===== src/rtl/mem_port_arbiter_pkg.sv =====
// Shared definitions for the memory-port arbiter: FSM encodings, owner codes
// and the latency-counter width.
package mem_port_arbiter_pkg;

    typedef enum logic [1:0] {
        ARB_IDLE   = 2'b00,
        ARB_ACCESS = 2'b01,
        ARB_DONE   = 2'b10
    } arb_state_e;

    localparam logic OWNER_CPU = 1'b0;
    localparam logic OWNER_DMA = 1'b1;

    // Wide enough for the largest legal latency (15).
    localparam int CNT_W = 4;

    function automatic logic [CNT_W-1:0] last_count(input int latency);
        return CNT_W'(latency - 1);
    endfunction

endpackage


===== src/rtl/mem_port_arbiter_rr_pick2.sv =====
// Combinational two-way winner selection between the CPU and the DMA/loader.
// Round-robin favours the requester that was not granted last.
module rr_pick2
    import mem_port_arbiter_pkg::*;
(
    input  logic cpu_req_i,
    input  logic dma_req_i,
    input  logic last_grant_i,
    input  logic priority_mode_i,
    output logic grant_valid_o,
    output logic grant_owner_o
);

    always_comb begin
        grant_valid_o = cpu_req_i | dma_req_i;
        grant_owner_o = OWNER_CPU;
        if (cpu_req_i && dma_req_i) begin
            grant_owner_o = priority_mode_i ? OWNER_CPU : ~last_grant_i;
        end else if (dma_req_i) begin
            grant_owner_o = OWNER_DMA;
        end
    end

endmodule


===== src/rtl/mem_port_arbiter.sv =====
// Shares one memory port between the CPU control unit and the DMA/loader:
// grants one requester, holds the strobe for MEM_LATENCY cycles, then ACKs.
module mem_port_arbiter
    import mem_port_arbiter_pkg::*;
#(
    parameter int ADDR_WIDTH    = 26,
    parameter int DATA_WIDTH    = 32,
    parameter int MEM_LATENCY   = 2,
    parameter int PRIORITY_MODE = 0
) (
    input  logic                  CLK,
    input  logic                  RST,
    input  logic                  CPU_REQ,
    input  logic                  CPU_WE,
    input  logic [ADDR_WIDTH-1:0] CPU_ADDR,
    input  logic [DATA_WIDTH-1:0] CPU_WDATA,
    output logic [DATA_WIDTH-1:0] CPU_RDATA,
    output logic                  CPU_ACK,
    input  logic                  DMA_REQ,
    input  logic                  DMA_WE,
    input  logic [ADDR_WIDTH-1:0] DMA_ADDR,
    input  logic [DATA_WIDTH-1:0] DMA_WDATA,
    output logic [DATA_WIDTH-1:0] DMA_RDATA,
    output logic                  DMA_ACK,
    output logic                  MEM_READ,
    output logic                  MEM_WRITE,
    output logic [ADDR_WIDTH-1:0] MEM_ADDR,
    output logic [DATA_WIDTH-1:0] MEM_WDATA,
    input  logic [DATA_WIDTH-1:0] MEM_RDATA,
    output logic                  BUSY,
    output logic                  OWNER,
    output logic [1:0]            DBG_STATE
);

    // Handshake: a requester holds REQ (level) until its one-cycle ACK; REQ
    // still high in the IDLE cycle after ACK is taken as a fresh request.
    localparam logic [CNT_W-1:0] LAST_CNT = last_count(MEM_LATENCY);

    arb_state_e            state_q;
    logic [CNT_W-1:0]      cnt_q;
    logic                  we_q;
    logic                  owner_q;
    logic                  last_grant_q;
    logic [ADDR_WIDTH-1:0] addr_q;
    logic [DATA_WIDTH-1:0] wdata_q;
    logic [DATA_WIDTH-1:0] cpu_rdata_q;
    logic [DATA_WIDTH-1:0] dma_rdata_q;
    logic                  mem_read_q;
    logic                  mem_write_q;
    logic                  cpu_ack_q;
    logic                  dma_ack_q;

    logic                  grant_valid;
    logic                  grant_owner;
    logic                  we_d;
    logic [ADDR_WIDTH-1:0] addr_d;
    logic [DATA_WIDTH-1:0] wdata_d;

    rr_pick2 u_pick (
        .cpu_req_i       (CPU_REQ),
        .dma_req_i       (DMA_REQ),
        .last_grant_i    (last_grant_q),
        .priority_mode_i (PRIORITY_MODE != 0),
        .grant_valid_o   (grant_valid),
        .grant_owner_o   (grant_owner)
    );

    always_comb begin
        we_d    = CPU_WE;
        addr_d  = CPU_ADDR;
        wdata_d = CPU_WDATA;
        if (grant_owner == OWNER_DMA) begin
            we_d    = DMA_WE;
            addr_d  = DMA_ADDR;
            wdata_d = DMA_WDATA;
        end
    end

    always_ff @(posedge CLK) begin
        if (RST) begin
            state_q      <= ARB_IDLE;
            cnt_q        <= '0;
            we_q         <= 1'b0;
            owner_q      <= OWNER_CPU;
            last_grant_q <= OWNER_DMA;
            addr_q       <= '0;
            wdata_q      <= '0;
            cpu_rdata_q  <= '0;
            dma_rdata_q  <= '0;
            mem_read_q   <= 1'b0;
            mem_write_q  <= 1'b0;
            cpu_ack_q    <= 1'b0;
            dma_ack_q    <= 1'b0;
        end else begin
            unique case (state_q)
                ARB_IDLE: begin
                    if (grant_valid) begin
                        owner_q      <= grant_owner;
                        last_grant_q <= grant_owner;
                        we_q         <= we_d;
                        addr_q       <= addr_d;
                        wdata_q      <= wdata_d;
                        cnt_q        <= '0;
                        mem_read_q   <= ~we_d;
                        mem_write_q  <= we_d;
                        state_q      <= ARB_ACCESS;
                    end
                end
                ARB_ACCESS: begin
                    cnt_q <= cnt_q + 1'b1;
                    if (cnt_q == LAST_CNT) begin
                        if (!we_q && owner_q == OWNER_CPU) cpu_rdata_q <= MEM_RDATA;
                        if (!we_q && owner_q == OWNER_DMA) dma_rdata_q <= MEM_RDATA;
                        mem_read_q  <= 1'b0;
                        mem_write_q <= 1'b0;
                        cpu_ack_q   <= (owner_q == OWNER_CPU);
                        dma_ack_q   <= (owner_q == OWNER_DMA);
                        state_q     <= ARB_DONE;
                    end
                end
                ARB_DONE: begin
                    cpu_ack_q <= 1'b0;
                    dma_ack_q <= 1'b0;
                    state_q   <= ARB_IDLE;
                end
                default: state_q <= ARB_IDLE;
            endcase
        end
    end

    assign CPU_RDATA = cpu_rdata_q;
    assign CPU_ACK   = cpu_ack_q;
    assign DMA_RDATA = dma_rdata_q;
    assign DMA_ACK   = dma_ack_q;
    assign MEM_READ  = mem_read_q;
    assign MEM_WRITE = mem_write_q;
    assign MEM_ADDR  = addr_q;
    assign MEM_WDATA = wdata_q;
    assign BUSY      = (state_q != ARB_IDLE);
    assign OWNER     = owner_q;
    assign DBG_STATE = state_q;

endmodule


===== config.mk =====
export PLATFORM = sky130hd
export DESIGN_NAME = mem_port_arbiter
export DESIGN_NICKNAME = d
export VERILOG_FILES = /design/src/rtl/mem_port_arbiter_pkg.sv /design/src/rtl/mem_port_arbiter_rr_pick2.sv /design/src/rtl/mem_port_arbiter.sv
export SDC_FILE = /design/constraint.sdc
export NUM_CORES = 1
export LEC_CHECK = 0
export CAP_MARGIN = 20
export CELL_PAD_IN_SITES_DETAIL_PLACEMENT = 1
export CELL_PAD_IN_SITES_GLOBAL_PLACEMENT = 1
export CORE_ASPECT_RATIO = 0.6
export CORE_UTILIZATION = 40
export DETAILED_ROUTE_END_ITERATION = 16
export DONT_BUFFER_PORTS = 1
export GPL_TIMING_DRIVEN = 0
export PLACE_DENSITY = 0.71
export SYNTH_ARGS = -nofsm -noshare
export SYNTH_HDL_FRONTEND = slang
export SYNTH_SLANG_ARGS = --single-unit

===== constraint.sdc =====
create_clock -name CLK -period 1.55 [get_ports CLK]
set_input_delay 0.31 -clock CLK [delete_from_list [all_inputs] [get_ports CLK]]
set_output_delay 0.31 -clock CLK [all_outputs]
set_load 0.02 [all_outputs]

==> results.json <==
{
  "setup_violations": 38,
  "drive_gt1_share_pct": 28.1,
  "grt_first_pass_wirelength_um": 24600,
  "crit_required_ns": 1.87,
  "min_period_ns": 1.60,
  "slew_viol_final": 0,
  "grt_use_total_pct": 21.8,
  "ir_drop_uv": 570,
  "final_cell_mix": "131 x dfxtp_1, 115 x nand2_1, 67 x nor2_1, 58 x mux2i_1, 40 x a211oi_2",
  "clock-sinks": 135,
  "layout_commonest_cell": "dfxtp_1",
  "min_path_cells": 2,
  "maxCapViolCount": 0,
  "cp.arrival_ns": 1.92,
  "die-area_um2": 14600,
  "synthArstFlopShare_pct": 0,
  "drtIter0Drc": 104,
  "routabilityCongestion": 0.767,
  "netlist.area_leader.share_pct": 47.7,
  "wl_per_cell_um": 20.6,
  "crit_path_end_kind": "register",
  "num_io_pins": 284,
  "synthCells": 611,
  "worst-path-buf-inv": 3,
  "syn-num-nets": 767,
  "routed_wl_um": 17400,
  "reg2reg_depth": 8,
  "synth_edf_count": 0,
  "vias": 4563,
  "seq_power_share_pct": 44.7,
  "reg2reg_from": "cnt_q[1]",
  "dp.cells": 803,
  "firstDrtPassIters": 4,
  "ys_seq_area_share_pct": 47.7,
  "port_buffers": 0,
  "tns_ns": -0.497,
  "ctsHoldBuffers": 0,
  "crit_chain": "inv_2 > ha_4 > nor3b_4 > and4b_1 > buf_6 > buf_8 > nand2_1 > a21oi_1",
  "tightest_slew_ns": 0.725,
  "cts_made_buffers": 17,
  "nets": 797,
  "slew-limit-headroom_pct": 51.6,
  "setup.worst_path.start_class": "register",
  "ys_warn_count": 0,
  "grt_pass1_vias": 4717,
  "clk_latency_ns": 0.41,
  "crit_path_max_fanout": 10,
  "die_h_um": 94.2,
  "fin_ws_ns": -0.0452,
  "cp.depth": 8,
  "crit_family": "simple AND/OR/NAND/NOR gates",
  "criticalPathCategory": "register to register",
  "fin_worst_skew_ns": 0.0120,
  "crit_path_top_delay_cell": "dfxtp_4",
  "rows": 33,
  "ys_types": 37,
  "power.density_nw_per_um2": 1330,
  "netlist_area_um2": 5660,
  "total_power_uw": 9310,
  "antenna_found_initial": 0,
  "n_antenna_cell": 0,
  "start_util_pct": 41.2,
  "fin_cells": 846,
  "cts_tree": "built",
  "drc": 0,
  "timing.hold.ws_ns": 0.0222,
  "net-switching-power_uw": 2710,
  "cts_root_buffer": "clkbuf_16",
  "synth_area_leaders": "dfxtp_1 48%, mux2i_1 10%, a211oi_2 8.8%",
  "final_util_pct": 50.9,
  "synthFlopType": "dfxtp_1",
  "status": "finished, violations left",
  "comb_power_share_pct": 12.2,
  "area_growth_syn_to_layout_pct": 23.7,
  "clk_pin_slew_ns": 0.07,
  "p_int_uw": 6600,
  "coreArea_um2": 13700,
  "clock_power_share_pct": 43.2,
  "viasPerCell": 5.39,
  "cts_buffer_depth": 2,
  "hold_viol": 0,
  "grt_setup_unrepaired": "yes",
  "max_stage_delay_ns": 0.34,
  "overflow": 0,
  "hold_class": "input port to register",
  "p_sw_share_pct": 29.1,
  "synth_top_area_cell": "dfxtp_1",
  "syn_area_per_cell_um2": 9.27,
  "crit_start": "cnt_q[1]",
  "power_leakage_uw": 0.00256,
  "fill_cells": 1542,
  "max_freq_mhz": 627,
  "violations": "negative setup slack",
  "fin_crit_sh_pct": 103,
  "cts_max_level": 4,
  "grt_max_degree": 17,
  "hold_start": "MEM_RDATA[24]",
  "ant_nets": 0,
  "die_width_um": 156,
  "ys_ff_latch": 135,
  "dpl.hpwl_um": 12500
}
metal layers:
metal / global-route usage, % / vias to the layer above / share of wire (%)
li1: - / 2166 / -
met1: 24.5 / 2220 / 42
met2: 37.8 / 164 / 49
met3: 8.49 / 13 / 8.3
met4: 7.43 / 0 / 0.90
met5: 0 / - / 0
power by group through the flow:
stage	clock network, uW	logic [uW]	registers, uW
floorplan	0	827	4160
global placement	0	973	4230
detailed placement	0	1030	4240
CTS	4100	1050	4170
global route	4240	1240	4190
finish	4020	1130	4160
worst paths after layout:
kind,end,slack (ns)
min,CPU_RDATA[24],0.02
max reg2reg,DMA_RDATA[13],-0.05
min reg2reg,cnt_q[0],0.52
max,DMA_RDATA[13],-0.05
state kept, by name, summed over array words and instances, names as in the netlist, 2 cells and up:
register / count
cnt_q: 4
CPU_RDATA: 32
DMA_RDATA: 32
MEM_ADDR: 26
MEM_WDATA: 32
DBG_STATE: 2
kinds of logic after synthesis:
family                   count (synthesis)  synth area share (%)
flip-flops                             135                  47.7
AO/OA/AOI/OAI                          140                  19.4
AND/OR/NAND/NOR                        221                  15.9
XOR/XNOR                                 2                 0.309
adder cells (fa/ha/maj)                  2                 0.442
buffers and inverters                   53                  5.97
multiplexers                            58                  10.3
synthesized netlist by cell type, types with 2 or more instances:
library cell / number
a211oi_1: 18
a211oi_2: 40
a21boi_2: 2
a21oi_1: 65
a21oi_2: 5
a22oi_1: 2
a31oi_1: 2
buf_2: 15
buf_4: 7
buf_6: 11
clkbuf_1: 15
dfxtp_1: 135
ha_1: 2
inv_1: 4
mux2i_1: 58
nand2_1: 133
nand2b_1: 3
nand3_1: 6
nor2_1: 68
nor2b_1: 2
o21ai_0: 2
through the flow:
stage | worst slack (ns) | cell area (um2)
2_1_floorplan | 0.0455 | 5660
3_3_place_gp | -0.428 | 5900
3_5_place_dp | -0.472 | 5900
4_1_cts | -0.0200 | 6560
5_1_grt | -0.146 | 7000
6_report | -0.0452 | 7000
final cells by class:
class                           instances  area, um2  area share, %
Multi-Input combinational cell        423       2890           41.2
Tap cell                              192        240           3.43
Buffer                                 49        413           5.90
Clock buffer                           18        439           6.27
Inverter                                4       15.0          0.214
Sequential cell                       135       2720           38.8
Timing Repair Buffer                   11        143           2.04
Clock inverter                         14        153           2.18
timing repair:
item                       4_1_cts  5_1_grt
buffers inserted                 3        4
pin swaps                        3       32
cloned                           0        4
setup endpoints to repair      125      123
gates resized for setup         19       88
(Power assumes the default switching activity.)
